## src/rtl/iter_multiplier_if.sv

```systemverilog
// rtl/iter_multiplier_if.sv - operand and result handshake bundle for iter_multiplier
interface iter_multiplier_if #(
   parameter int WIDTH = 16
);
   logic                 in_valid;
   logic                 in_ready;
   logic [WIDTH-1:0]     a;
   logic [WIDTH-1:0]     b;
   logic                 is_signed;
   logic                 out_valid;
   logic                 out_ready;
   logic [2*WIDTH-1:0]   p;
   logic                 busy;

   modport master (
      output in_valid, a, b, is_signed, out_ready,
      input  in_ready, out_valid, p, busy
   );

   modport slave (
      input  in_valid, a, b, is_signed, out_ready,
      output in_ready, out_valid, p, busy
   );
endinterface

```

## src/rtl/iter_multiplier.sv

```systemverilog
// rtl/iter_multiplier.sv - multi-cycle signed/unsigned multiplier consuming CHUNK bits of b per cycle
module iter_multiplier #(
   parameter int WIDTH = 16,
   parameter int CHUNK = 8
) (
   input  logic            clk,
   input  logic            rst_n,
   iter_multiplier_if.slave bus
);
   localparam int N  = WIDTH / CHUNK;
   localparam int PW = 2 * WIDTH;
   localparam int CW = (N > 1) ? $clog2(N) : 1;
   localparam logic [CW-1:0] LAST = CW'(N - 1);

   if (CHUNK < 1 || CHUNK > WIDTH || (WIDTH % CHUNK) != 0) begin : g_bad_param
      $error("iter_multiplier: CHUNK must divide WIDTH and lie in 1..WIDTH");
   end

   typedef enum logic [1:0] {IDLE, CALC, DONE} state_t;

   state_t            state_q;
   logic              in_ready_q;
   logic              out_valid_q;
   logic              busy_q;
   logic [PW-1:0]     p_q;
   logic [PW-1:0]     acc_q;
   logic [PW-1:0]     mag_a_q;
   logic [WIDTH-1:0]  mag_b_q;
   logic              neg_q;
   logic [CW-1:0]     cnt_q;

   logic [WIDTH-1:0]  mag_a_in;
   logic [WIDTH-1:0]  mag_b_in;
   logic [PW-1:0]     partial;
   logic [PW-1:0]     acc_d;
   logic [PW-1:0]     p_d;

   // mag_a_q is pre-shifted and mag_b_q consumed from the bottom, so no variable part-selects are needed
   always_comb begin
      mag_a_in = (bus.is_signed && bus.a[WIDTH-1]) ? -bus.a : bus.a;
      mag_b_in = (bus.is_signed && bus.b[WIDTH-1]) ? -bus.b : bus.b;
      partial  = mag_a_q * {{(PW-CHUNK){1'b0}}, mag_b_q[CHUNK-1:0]};
      acc_d    = acc_q + partial;
      p_d      = neg_q ? -acc_d : acc_d;
   end

   always_ff @(posedge clk) begin
      if (!rst_n) begin
         state_q     <= IDLE;
         in_ready_q  <= 1'b0;
         out_valid_q <= 1'b0;
         busy_q      <= 1'b0;
         p_q         <= '0;
         acc_q       <= '0;
         mag_a_q     <= '0;
         mag_b_q     <= '0;
         neg_q       <= 1'b0;
         cnt_q       <= '0;
      end else begin
         case (state_q)
            IDLE: begin
               in_ready_q <= 1'b1;
               if (bus.in_valid && in_ready_q) begin
                  mag_a_q    <= PW'(mag_a_in);
                  mag_b_q    <= mag_b_in;
                  neg_q      <= bus.is_signed & (bus.a[WIDTH-1] ^ bus.b[WIDTH-1]);
                  acc_q      <= '0;
                  cnt_q      <= '0;
                  in_ready_q <= 1'b0;
                  busy_q     <= 1'b1;
                  state_q    <= CALC;
               end
            end
            CALC: begin
               acc_q   <= acc_d;
               mag_a_q <= mag_a_q << CHUNK;
               mag_b_q <= mag_b_q >> CHUNK;
               cnt_q   <= cnt_q + CW'(1);
               if (cnt_q == LAST) begin
                  p_q         <= p_d;
                  out_valid_q <= 1'b1;
                  state_q     <= DONE;
               end
            end
            DONE: begin
               if (bus.out_ready) begin
                  out_valid_q <= 1'b0;
                  busy_q      <= 1'b0;
                  in_ready_q  <= 1'b1;
                  state_q     <= IDLE;
               end
            end
            default: state_q <= IDLE;
         endcase
      end
   end

   assign bus.in_ready  = in_ready_q;
   assign bus.out_valid = out_valid_q;
   assign bus.p         = p_q;
   assign bus.busy      = busy_q;
endmodule

```

## src/flat_wrapper.sv

```systemverilog
// flat-port wrapper written by rule: the top's interface ports become plain ports
module iter_multiplier_flat 
#(
   parameter int WIDTH = 16,
   parameter int CHUNK = 8
)
  (clk, rst_n, bus_in_valid, bus_a, bus_b, bus_is_signed, bus_out_ready, bus_in_ready, bus_out_valid, bus_p, bus_busy);
  iter_multiplier_if #(.WIDTH(WIDTH)) bus_i ();
  input  logic clk;
  input  logic rst_n;
  input wire logic [$bits(bus_i.in_valid)-1:0] bus_in_valid;
  input wire logic [$bits(bus_i.a)-1:0] bus_a;
  input wire logic [$bits(bus_i.b)-1:0] bus_b;
  input wire logic [$bits(bus_i.is_signed)-1:0] bus_is_signed;
  input wire logic [$bits(bus_i.out_ready)-1:0] bus_out_ready;
  output wire logic [$bits(bus_i.in_ready)-1:0] bus_in_ready;
  output wire logic [$bits(bus_i.out_valid)-1:0] bus_out_valid;
  output wire logic [$bits(bus_i.p)-1:0] bus_p;
  output wire logic [$bits(bus_i.busy)-1:0] bus_busy;
  assign bus_i.in_valid = bus_in_valid;
  assign bus_i.a = bus_a;
  assign bus_i.b = bus_b;
  assign bus_i.is_signed = bus_is_signed;
  assign bus_i.out_ready = bus_out_ready;
  assign bus_in_ready = bus_i.in_ready;
  assign bus_out_valid = bus_i.out_valid;
  assign bus_p = bus_i.p;
  assign bus_busy = bus_i.busy;
  iter_multiplier #(.WIDTH(WIDTH), .CHUNK(CHUNK)) u_core (.clk(clk), .rst_n(rst_n), .bus(bus_i));
endmodule
```

## config.mk

```make
export PLATFORM = sky130hd
export DESIGN_NAME = iter_multiplier_flat
export DESIGN_NICKNAME = d
export VERILOG_FILES = /design/src/rtl/iter_multiplier_if.sv /design/src/rtl/iter_multiplier.sv /design/src/flat_wrapper.sv
export SDC_FILE = /design/constraint.sdc
export NUM_CORES = 1
export LEC_CHECK = 0
export CORE_MARGIN = 3
export CORE_UTILIZATION = 32
export CTS_BUF_LIST = sky130_fd_sc_hd__clkbuf_4 sky130_fd_sc_hd__clkbuf_8 sky130_fd_sc_hd__clkbuf_16
export CTS_CLUSTER_DIAMETER = 100
export DETAILED_ROUTE_END_ITERATION = 12
export PLACE_DENSITY = 0.52
export SYNTH_ARGS = -nofsm -noshare
export SYNTH_HDL_FRONTEND = slang
export SYNTH_SLANG_ARGS = --single-unit
```

## constraint.sdc

```tcl
create_clock -name clk -period 6.9 [get_ports clk]
set_input_delay 0.69 -clock clk [delete_from_list [all_inputs] [get_ports clk]]
set_output_delay 0.69 -clock clk [all_outputs]
set_load 0.05 [all_outputs]
```

==> metrics.md, run 1 <==
| Metric | Value |
|---|---|
| Max IR drop VDD | `142 uV` |
| Final antenna-violating net count | `0` |
| DR DRC count | `0` |
| P_sw | `920 uW` |
| Crit end category | `register` |
| DIE HEIGHT | `213 um` |
| Core area | `0.0420 mm^2` |
| RSZ-0062 raised after global routing | `false` |
| Largest cells by area after synthesis | `fa_1 (27%), dfxtp_1 (17%), inv_1 (7.0%)` |
| Min-delay worst type | `reg -> reg` |
| Initial Util | `0.325` |
| Drt initial violations | `481` |
| Highest net fanout along the worst path | `11` |
| Initial DRT Pass Iterations | `7` |
| Reg2reg setup slack | `0.33 ns` |
| Netlist cell types | `76` |
| CTS root buffer | `clkbuf_16` |
| Top sig layer | `met4` |
| Area growth from synthesis to layout | `13.6%` |
| Arrival time at the worst endpoint | `6.85 ns` |
| Max Slew Vio Count | `0` |
| Total die area | `0.0452 mm^2` |
| Total congestion overflow | `0` |
| Via/cell ratio | `5.08` |
| Total number of vias | `11300` |
| Startpoint Class | `register` |
| #FFs+latches synth | `119` |
| Synth top cells by count | `inv_1 (256), fa_1 (186), nand2_1 (182)` |
| Tmin final | `6.57 ns` |
| Initial antenna violation count | `0` |
| Post-CTS setup repair buffer count | `0` |
| Power Density | `164 mW/mm^2` |
| Synth warn | `0` |
| Largest net degree at the start of global routing | `67` |
| Syn_nets | `1938` |
| Top_reg_cell synth | `dfxtp_1` |
| CTS tree | `yes` |
| Longest Clk Path Bufs | `2` |
| WL met2 | `20.2 mm` |
| Met3 routed WL | `1.28 mm` |
| CTS buffer count | `17` |
| Fmax | `0.152 GHz` |
| Hold path depth | `2` |
| Slew HR | `0.142` |
| Clk pwr share | `0.387` |
| H-tree levels | `4` |
| LEAKAGE | `6.61 nW` |
| Fin area | `0.0155 mm^2` |
| Post-synth EDFFs | `0` |
| Die Wd | `213 um` |
| Clock sinks | `119` |
| Async SR Flop Fraction | `0` |
| Switching Share | `0.361` |
| Clk_skew | `0.0179 ns` |
| Net count, final | `1947` |
| Hold_ws | `0.454 ns` |
| Final TNS setup | `0 ns` |
| Placed cells | `2200` |
| DP HPWL | `31.3 mm` |
| Critical Setup Path Class | `reg -> reg` |
| GR Util All Layers | `0.185` |
| RD Place Congestion | `0.857` |
| Share of cells above drive strength 1 | `0.0532` |
| Sequential area share after synthesis | `0.175` |
| IO buf count | `71` |
| Hold Fails Final Rpt | `0` |
| Synthesized cell area | `0.0136 mm^2` |
| Antenna cells | `0` |
| Final wirelength | `40.3 mm` |
| Max Cap Viol | `0` |
| Clk Latency, worst-skew pair | `0.45 ns` |
| Post-synth top area cell | `fa_1` |
| Metal1 wirelength | `17.7 mm` |
| Vias in the first global route | `11800` |
| Drt wl/cell | `18.0 um` |
| Rows | `75` |
| Period utilisation layout | `0.952` |
| Required @ worst endpoint | `7.17 ns` |
| Final setup violation count | `0` |
| Top-count cell post-synth | `inv_1` |
| Synthesized instance count | `1671` |
| Cells on worst reg2reg path | `20` |
| Reg clk slew, reported paths | `0.06 ns` |
| Ports | `72` |
| Combinational Power Share | `0.308` |
| P_int | `1.63 mW` |
| Status | `completed` |
| Fin cells | `2232` |
| Post-DP Area | `0.0149 mm^2` |
| Syn_area_per_cell | `8.17 um^2` |
| Post-synth top area share | `0.273` |
| Sequential share of power | `0.305` |
| First-pass GRT wire length | `65.1 mm` |
| Worst-margin pin slew | `1.28 ns` |
[metrics by stage]
step                      setup WS (ns)   util  power [mW]
after CTS                         0.323  0.369        2.57
after detailed placement          0.341  0.353        1.58
after floorplan                   0.821      -        1.31
final                             0.328  0.369        2.55
after global routing             0.0570  0.369        2.69
after global placement            0.393  0.353        1.57
[critical path: stages (launching register included)]
cell and delay [ns]:
dfxtp_1 0.57, buf_4 0.22, nand2_1 0.08, fa_1 0.55, inv_1 0.05, fa_1 0.47, fa_1 0.49, inv_1 0.05
fa_1 0.53, inv_1 0.04, ha_1 0.36, a21oi_1 0.42, o21bai_1 0.18, a221oi_1 0.54, and3b_1 0.27, nor2_1 0.10
or2_2 0.30, or4_1 0.54, o41ai_2 0.40, xor2_1 0.17, a21oi_1 0.07
[sequential cells by signal, indices dropped and copies added, names as in the netlist, 2 cells and up]
| signal | count |
|---|---|
| u_core.state_q | 2 |
| u_core.mag_a_q | 32 |
| u_core.bus.p | 32 |
| u_core.acc_q | 32 |
| u_core.mag_b_q | 16 |
[placed cells by master (no fill, tap or decap), drive strengths merged, types with 5 or more instances in the layout]
| master | count |
|---|---|
| o21a | 11 |
| and3 | 8 |
| o211ai | 9 |
| dfxtp | 119 |
| clkdlybuf4s50 | 71 |
| a211oi | 27 |
| and2 | 153 |
| a21o | 8 |
| nor2 | 86 |
| nand2 | 182 |
| ha | 44 |
| o21ai | 37 |
| nand3 | 62 |
| clkbuf | 20 |
| fa | 186 |
| clkinvlp | 6 |
| buf | 27 |
| nor2b | 6 |
| or2 | 6 |
| a22oi | 6 |
| xor2 | 36 |
| a211o | 5 |
| nor4 | 7 |
| a21oi | 122 |
| or3 | 14 |
| o31ai | 13 |
| a31oi | 11 |
| xnor2 | 43 |
| inv | 257 |
| nor3 | 15 |
| o221ai | 14 |
[per-layer routing]
layer,vias up,track usage
li1,5391,-
met3,56,0.0280
met5,-,0
met2,225,0.325
met4,0,0.0626
met1,5659,0.231
[final cells by class]
cell class | count | area [um^2]
clock inverter | 12 | 175
multi-input combinational | 1187 | 9930
clock buffer | 20 | 460
tap | 539 | 674
fill | 4405 | 26500
timing repair buffer | 98 | 913
inverter | 257 | 965
sequential | 119 | 2380
[worst paths after layout]
| path | from | endpoint |
|---|---|---|
| min | u_core.bus.p[0]$_SDFFE_PN0P_ | u_core.bus.p[0]$_SDFFE_PN0P_ |
| max reg2reg | u_core.mag_b_q[1]$_SDFFE_PN0P_ | u_core.bus.p[28]$_SDFFE_PN0P_ |
| min reg2reg | u_core.bus.p[0]$_SDFFE_PN0P_ | u_core.bus.p[0]$_SDFFE_PN0P_ |
| max | u_core.mag_b_q[1]$_SDFFE_PN0P_ | u_core.bus.p[28]$_SDFFE_PN0P_ |
[kinds of logic (layout without fill, tap and decap cells)]
kind of cell,after synthesis,after routing,synth area share
AO/OA/AOI/OAI,303,303,0.144
adder cells (fa/ha/maj),230,230,0.313
multiplexers,5,5,0.00385
flip-flops,119,119,0.175
AND/OR/NAND/NOR,570,570,0.211
XOR/XNOR,79,79,0.0512
buffers and inverters,365,387,0.101
[power by group through the flow]
stage          clock, mW  sequential (mW)  combinational [mW]
2_1_floorplan          0            0.762               0.551
3_3_place_gp           0            0.792               0.780
3_5_place_dp           0            0.792               0.787
4_1_cts             1.00            0.777               0.791
5_1_grt             1.04            0.783               0.875
6_report           0.986            0.778               0.783
[what timing repair did]
item | 4_1_cts | 5_1_grt
resized for setup | 0 | 1
hold buffers | 0 | 0
endpoints found under the setup margin | 0 | 5
Power figures use the tool's default switching activity.
==> run 2, diff against run 1 <==
--- a/config.mk
+++ b/config.mk
@@ -11,6 +11,7 @@
 export CTS_CLUSTER_DIAMETER = 100
 export DETAILED_ROUTE_END_ITERATION = 12
 export PLACE_DENSITY = 0.52
+export SETUP_SLACK_MARGIN = 0.4
 export SYNTH_ARGS = -nofsm -noshare
 export SYNTH_HDL_FRONTEND = slang
 export SYNTH_SLANG_ARGS = --single-unit
==> constraint.sdc (replaced) <==
create_clock -name clk -period 6.9 [get_ports clk]
set_input_delay 1.035 -clock clk [delete_from_list [all_inputs] [get_ports clk]]
set_output_delay 1.035 -clock clk [all_outputs]
set_load 0.05 [all_outputs]
==> run 2 against run 1 <==
Sequential power is essentially flat. Register-to-register slack better by 0.37 ns. Die area is the same. Global-route usage is 0.16 points lower. Critical path type unchanged. Largest power group unchanged. Highest routed layer unchanged.
==> metrics.md, run 2 (synthesis gave the netlist of run 1 again) <==
| Metric | Value |
|---|---|
| Core area | `0.0420 mm^2 (unchanged)` |
| Area growth from synthesis to layout | `14.3% (was 13.6%)` |
| Final antenna-violating net count | `0 (unchanged)` |
| Total congestion overflow | `0 (unchanged)` |
| CTS root buffer | `clkbuf_16 (unchanged)` |
| Net count, final | `1947 (unchanged)` |
| Clk Latency, worst-skew pair | `0.44 ns (was 0.45 ns)` |
| Switching Share | `0.356 (was 0.361)` |
| Worst-margin pin slew | `1.15 ns (was 1.28 ns)` |
| Startpoint Class | `register (unchanged)` |
| Max Slew Vio Count | `0 (unchanged)` |
| Register Area | `0.00240 mm^2 (was 0.00238 mm^2)` |
| Initial DRT Pass Iterations | `5 (was 7)` |
| Commonest non-fill, non-tap cell in the layout | `inv_1 (unchanged)` |
| Met2 Track Usage GR | `0.327 (was 0.325)` |
| Final TNS setup | `0 ns (unchanged)` |
| Final wirelength | `39.9 mm (was 40.3 mm)` |
| Crit end category | `register (unchanged)` |
| Clock sinks | `119 (unchanged)` |
| CTS buffer count | `17 (unchanged)` |
| Fmax | `0.161 GHz (was 0.152 GHz)` |
| Reg clk slew, reported paths | `0.06 ns (about the same)` |
| Via/cell ratio | `5.04 (was 5.08)` |
| GR Util All Layers | `0.183 (was 0.185)` |
| Rows | `75 (unchanged)` |
| First-pass GRT wire length | `65.2 mm (was 65.1 mm)` |
| Sequential share of power | `0.304 (was 0.305)` |
| DR DRC count | `0 (unchanged)` |
| Longest Clk Path Bufs | `2 (unchanged)` |
| Power Density | `164 mW/mm^2 (about the same)` |
| LEAKAGE | `6.66 nW (was 6.61 nW)` |
| RSZ-0062 raised after global routing | `true (was false)` |
| Post-CTS setup repair buffer count | `0 (unchanged)` |
| Filler instances | `4375 (was 4405)` |
| Combinational Power Share | `0.313 (was 0.308)` |
| Tmin final | `6.21 ns (was 6.57 ns)` |
| Cells on worst reg2reg path | `19 (was 20)` |
| Ports | `72 (unchanged)` |
| Slew HR | `0.230 (was 0.142)` |
| Critical Setup Path Class | `reg -> reg (unchanged)` |
| Gr busiest metal | `met2 (unchanged)` |
| Initial Util | `0.325 (unchanged)` |
| Highest net fanout along the worst path | `21 (was 11)` |
| IO buf count | `71 (unchanged)` |
| Initial antenna violation count | `0 (unchanged)` |
| DIE HEIGHT | `213 um (unchanged)` |
| Required @ worst endpoint | `7.17 ns (about the same)` |
| Arrival time at the worst endpoint | `6.48 ns (was 6.85 ns)` |
| Max IR drop VDD | `150 uV (was 142 uV)` |
| Drt wl/cell | `17.9 um (was 18.0 um)` |
| Hold Fails Final Rpt | `0 (unchanged)` |
| Clk_skew | `0.0165 ns (was 0.0179 ns)` |
| RD Place Congestion | `0.864 (was 0.857)` |
| H-tree levels | `4 (unchanged)` |
| Met1 Use GR | `0.229 (was 0.231)` |
| DP HPWL | `30.8 mm (was 31.3 mm)` |
| Status | `completed (unchanged)` |
| Min-delay worst type | `reg -> reg (unchanged)` |
| Share of cells above drive strength 1 | `0.0673 (was 0.0532)` |
| Total die area | `0.0452 mm^2 (unchanged)` |
| Hold path depth | `2 (unchanged)` |
| Total chip power | `2.57 mW (was 2.55 mW)` |
| Clk pwr share | `0.383 (was 0.387)` |
| Hold_ws | `0.453 ns (was 0.454 ns)` |
| Post-route setup slack | `0.694 ns (was 0.328 ns)` |
| Met3 usage | `0.0221 (was 0.0280)` |
| Largest net degree at the start of global routing | `62 (was 67)` |
| Antenna cells | `0 (unchanged)` |
| Vias in the first global route | `12000 (was 11800)` |
| Final setup violation count | `0 (unchanged)` |
| CTS tree | `yes (unchanged)` |
| Most frequent cells in the layout | `inv_1 (256), fa_1 (186), nand2_1 (182) (unchanged)` |
| P_int | `1.65 mW (was 1.63 mW)` |
| Total number of vias | `11200 (was 11300)` |
| Die Wd | `213 um (unchanged)` |
| Period utilisation layout | `0.899 (was 0.952)` |
| Post-place setup slack | `0.364 ns (was 0.341 ns)` |
| Area of the multi-input gates | `0.0100 mm^2 (was 0.00993 mm^2)` |
| P_sw | `913 uW (was 920 uW)` |
| Max Cap Viol | `0 (unchanged)` |
| Drt initial violations | `469 (was 481)` |
==> run 2: critical path, stage by stage, from the launching register on <==
cell	delay, ns
dfxtp_1	0.50
buf_4	0.34
and2_1	0.20
fa_1	0.42
fa_1	0.49
fa_1	0.50
inv_1	0.05
fa_1	0.48
inv_1	0.04
ha_1	0.41
nand2_1	0.17
nor4_1	0.35
a22oi_2	0.14
a21oi_1	0.23
xnor2_1	0.20
o211ai_1	0.27
or4_4	0.62
o41ai_2	0.38
xor2_1	0.17
a21oi_1	0.08
==> run 2: path summary, 6_finish.rpt <==
kind / from / slack, ns / end
min: u_core.bus.p[0]$_SDFFE_PN0P_ / 0.45 / u_core.bus.p[0]$_SDFFE_PN0P_
min reg2reg: u_core.bus.p[0]$_SDFFE_PN0P_ / 0.45 / u_core.bus.p[0]$_SDFFE_PN0P_
max reg2reg: u_core.mag_b_q[5]$_SDFFE_PN0P_ / 0.69 / u_core.bus.p[28]$_SDFFE_PN0P_
max: u_core.mag_b_q[5]$_SDFFE_PN0P_ / 0.69 / u_core.bus.p[28]$_SDFFE_PN0P_
==> run 2: per-layer routing <==
layer  vias to the layer above  share of wire
met2                       201           0.51
met1                      5607           0.44
met3                        51          0.030
met5                         -              0
li1                       5383              -
met4                         0          0.028
==> run 2: power by group through the flow <==
stage	clock network (mW)	registers, mW	logic, mW
floorplan	0	0.762	0.551
global placement	0	0.791	0.776
detailed placement	0	0.791	0.784
CTS	1.00	0.777	0.788
global route	1.03	0.784	0.895
finish	0.983	0.779	0.804
==> run 2: per-stage QoR <==
stage	std cells	utilization	instance area, um^2
after global routing	2232	0.371	15600
after floorplan	1671	-	13600
after CTS	2232	0.369	15500
final	2232	0.371	15600
after global placement	2200	0.353	14900
after detailed placement	2200	0.353	14900
==> run 2: final cells by class <==
class / instances / area share
multi-input cells: 1187 / 0.641
clock buffers: 23 / 0.0309
well taps: 539 / 0.0432
inverters: 257 / 0.0618
clock inverters: 9 / 0.00946
repair buffers: 98 / 0.0595
flip-flops and latches: 119 / 0.154
==> run 2: repair_timing <==
action | 4_1_cts | 5_1_grt
hold buffers | 0 | 0
setup endpoints to repair | 6 | 12
gates resized for setup | 3 | 31
==> run 3, diff against run 2 <==
--- a/config.mk
+++ b/config.mk
@@ -5,7 +5,7 @@
 export SDC_FILE = /design/constraint.sdc
 export NUM_CORES = 1
 export LEC_CHECK = 0
-export CORE_MARGIN = 3
+export CORE_MARGIN = 2
 export CORE_UTILIZATION = 32
 export CTS_BUF_LIST = sky130_fd_sc_hd__clkbuf_4 sky130_fd_sc_hd__clkbuf_8 sky130_fd_sc_hd__clkbuf_16
 export CTS_CLUSTER_DIAMETER = 100
==> run 3 against run 2 <==
Cell count barely moved. Clock skew shrank 0.0044 ns. Routed wire length up 1.1%. Global-route usage is 0.41 points higher. Critical path type unchanged.
==> metrics.md, run 3 (synthesis gave the netlist of run 1 again) <==
| Metric | Value |
|---|---|
| Period utilisation layout | `0.902 (was 0.899)` |
| Cells on worst reg2reg path | `19 (unchanged)` |
| CP max stage delay | `0.57 ns (was 0.62 ns)` |
| Clk_skew | `0.0121 ns (was 0.0165 ns)` |
| Commonest non-fill, non-tap cell in the layout | `inv_1 (unchanged)` |
| Post-route setup slack | `0.679 ns (was 0.694 ns)` |
| Area growth from synthesis to layout | `14.7% (was 14.3%)` |
| H-tree levels | `4 (unchanged)` |
| Rows | `75 (unchanged)` |
| Arrival time at the worst endpoint | `6.55 ns (was 6.48 ns)` |
| Total congestion overflow | `0 (unchanged)` |
| RSZ-0062 raised after global routing | `false (was true)` |
| Drt wl/cell | `18.0 um (was 17.9 um)` |
| Hold path depth | `2 (unchanged)` |
| Antenna cells | `0 (unchanged)` |
| Total chip power | `2.56 mW (was 2.57 mW)` |
| DR DRC count | `0 (unchanged)` |
| Final antenna-violating net count | `0 (unchanged)` |
| Fin cells | `2234 (was 2232)` |
| CP max-delay cell | `dfxtp_1 (was or4_4)` |
| Total number of vias | `11200 (about the same)` |
| CTS root buffer | `clkbuf_16 (unchanged)` |
| DIE HEIGHT | `211 um (was 213 um)` |
| Total die area | `0.0443 mm^2 (was 0.0452 mm^2)` |
| Reg clk slew, reported paths | `0.05 ns (was 0.06 ns)` |
| Clk Latency, worst-skew pair | `0.44 ns (about the same)` |
| Status | `completed (unchanged)` |
| Final wirelength | `40.3 mm (was 39.9 mm)` |
| Initial antenna violation count | `0 (unchanged)` |
| Initial Util | `0.325 (unchanged)` |
| Max Slew Vio Count | `0 (unchanged)` |
| Final setup violation count | `0 (unchanged)` |
| Startpoint Class | `register (unchanged)` |
| Placed cells | `2199 (was 2200)` |
| Final TNS setup | `0 ns (unchanged)` |
| Clock sinks | `119 (unchanged)` |
| Reg2reg setup slack | `0.68 ns (was 0.69 ns)` |
| Max Cap Viol | `0 (unchanged)` |
| Power Density | `164 mW/mm^2 (about the same)` |
| DP HPWL | `30.8 mm (about the same)` |
| RD Place Congestion | `0.861 (was 0.864)` |
| LEAKAGE | `6.66 nW (about the same)` |
| Longest Clk Path Bufs | `2 (unchanged)` |
| Hold Fails Final Rpt | `0 (unchanged)` |
| Ports | `72 (unchanged)` |
| CTS tree | `yes (unchanged)` |
| Via/cell ratio | `5.03 (was 5.04)` |
| Die Wd | `211 um (was 213 um)` |
| Fmax | `0.161 GHz (about the same)` |
| Drt initial violations | `494 (was 469)` |
| Hold Startpoint | `u_core.bus.p[5]$_SDFFE_PN0P_ (was u_core.bus.p[0]$_SDFFE_PN0P_)` |
| IO buf count | `71 (unchanged)` |
| Net count, final | `1949 (was 1947)` |
| Worst R2R Start | `u_core.mag_a_q[4]$_SDFFE_PN0P_ (was u_core.mag_b_q[5]$_SDFFE_PN0P_)` |
| Required @ worst endpoint | `7.23 ns (was 7.17 ns)` |
| CP dominant cell by count | `fa_1 (unchanged)` |
| Critical Setup Path Class | `reg -> reg (unchanged)` |
| Min-delay worst type | `reg -> reg (unchanged)` |
| Crit end category | `register (unchanged)` |
| Post-place setup slack | `0.304 ns (was 0.364 ns)` |
| Bufs and invs on worst path | `3 (unchanged)` |
| CTS buffer count | `17 (unchanged)` |
| Share of cells above drive strength 1 | `0.0702 (was 0.0673)` |
| Hold path endpoint | `u_core.bus.p[5]$_SDFFE_PN0P_ (was u_core.bus.p[0]$_SDFFE_PN0P_)` |
| GR Util All Layers | `0.187 (was 0.183)` |
| Vias in the first global route | `12000 (about the same)` |
| Tmin final | `6.22 ns (was 6.21 ns)` |
| Filler instances | `4400 (was 4375)` |
| Delay-heaviest family, CP | `adder cells (unchanged)` |
| Highest net fanout along the worst path | `10 (was 21)` |
| First-pass GRT wire length | `65.0 mm (was 65.2 mm)` |
| Worst-margin pin slew | `1.29 ns (was 1.15 ns)` |
| Slew HR | `0.139 (was 0.230)` |
| Most frequent cells in the layout | `inv_1 (256), fa_1 (186), nand2_1 (182) (unchanged)` |
| Core area | `0.0420 mm^2 (unchanged)` |
| Crit-path cells | `nand2_1 > fa_1 > inv_1 > fa_1 > ha_1 > inv_1 > fa_1 > inv_1 > fa_1 > a211oi_4 > nor2_2 > xor2_2 > or4_4 > or3_4 > or4b_4 > nor4_4 > a21oi_1 > xnor2_1 > o21ba_1 (was buf_4 > and2_1 > fa_1 > fa_1 > fa_1 > inv_1 > fa_1 > inv_1 > ha_1 > nand2_1 > nor4_1 > a22oi_2 > a21oi_1 > xnor2_1 > o211ai_1 > or4_4 > o41ai_2 > xor2_1 > a21oi_1)` |
| Max IR drop VDD | `150 uV (about the same)` |
| FF-to-FF End | `u_core.bus.p[29]$_SDFFE_PN0P_ (was u_core.bus.p[28]$_SDFFE_PN0P_)` |
| Initial DRT Pass Iterations | `5 (unchanged)` |
| Largest net degree at the start of global routing | `63 (was 62)` |
| Hold_ws | `0.463 ns (was 0.453 ns)` |
-- run 3: cell types whose count changed in the layout (fill, tap and decap cells not counted), sizes merged --
| cell | before | now |
|---|---|---|
| bufinv | 4 | 3 |
| clkbuf | 23 | 25 |
| buf | 27 | 28 |
-- run 3: worst max path at each step --
stage,start,to,slack (ns),depth (start not counted)
6_report,u_core.mag_a_q[4]$_SDFFE_PN0P_,u_core.bus.p[29]$_SDFFE_PN0P_,0.68,19
5_1_grt,u_core.mag_a_q[6]$_SDFFE_PN0P_,u_core.bus.p[28]$_SDFFE_PN0P_,0.42,19
4_1_cts,u_core.mag_a_q[0]$_SDFFE_PN0P_,u_core.bus.p[29]$_SDFFE_PN0P_,0.43,19
3_5_place_dp,u_core.mag_a_q[0]$_SDFFE_PN0P_,u_core.bus.p[28]$_SDFFE_PN0P_,0.30,19
3_3_place_gp,u_core.mag_a_q[0]$_SDFFE_PN0P_,u_core.bus.p[28]$_SDFFE_PN0P_,0.35,19
2_1_floorplan,u_core.mag_b_q[3]$_SDFFE_PN0P_,u_core.bus.p[28]$_SDFFE_PN0P_,0.82,21
-- run 3: where the power goes --
part / leakage, nW / switching, mW / internal [mW]
Clock: 0.313 / 0.340 / 0.621
Sequential: 0.969 / 0.0627 / 0.719
Combinational: 5.38 / 0.512 / 0.306
Total: 6.66 / 0.915 / 1.65
-- run 3: layout make-up --
cell class              instances  area [um^2]  share of cell area
multi-input cells            1187        10000               0.640
flip-flops and latches        119         2400               0.153
well taps                     539          674              0.0431
inverters                     257          965              0.0616
repair buffers                100          966              0.0617
clock buffers                  24          509              0.0325
clock inverters                 8          118             0.00751
-- run 3: what timing repair did --
action                                  CTS  global route
gates cloned                              0             1
pin swaps                                 0             3
endpoints found under the setup margin    6            12
setup buffers                             0             2
hold buffers                              0             0
hold endpoints to repair                  0             0
gates resized for setup                   2            35
-- run 3: through the flow --
stage,cell area [um^2],utilization
5_1_grt,15700,0.372
4_1_cts,15500,0.369
2_1_floorplan,13600,-
3_3_place_gp,14900,0.354
3_5_place_dp,14900,0.354
6_report,15700,0.372
-- run 3: worst register-to-register path, cell delays in order, from the launching register on --
cell	delay, ns
dfxtp_1	0.57
nand2_1	0.14
fa_1	0.51
inv_1	0.06
fa_1	0.45
ha_1	0.29
inv_1	0.05
fa_1	0.52
inv_1	0.07
fa_1	0.51
a211oi_4	0.37
nor2_2	0.10
xor2_2	0.20
or4_4	0.56
or3_4	0.37
or4b_4	0.53
nor4_4	0.35
a21oi_1	0.13
xnor2_1	0.16
o21ba_1	0.18
-- run 3: layer usage --
layer  track usage  wire [um]
met5             0          0
met4        0.0704       1250
met3        0.0244       1160
met2         0.330      20500
met1         0.233      17400
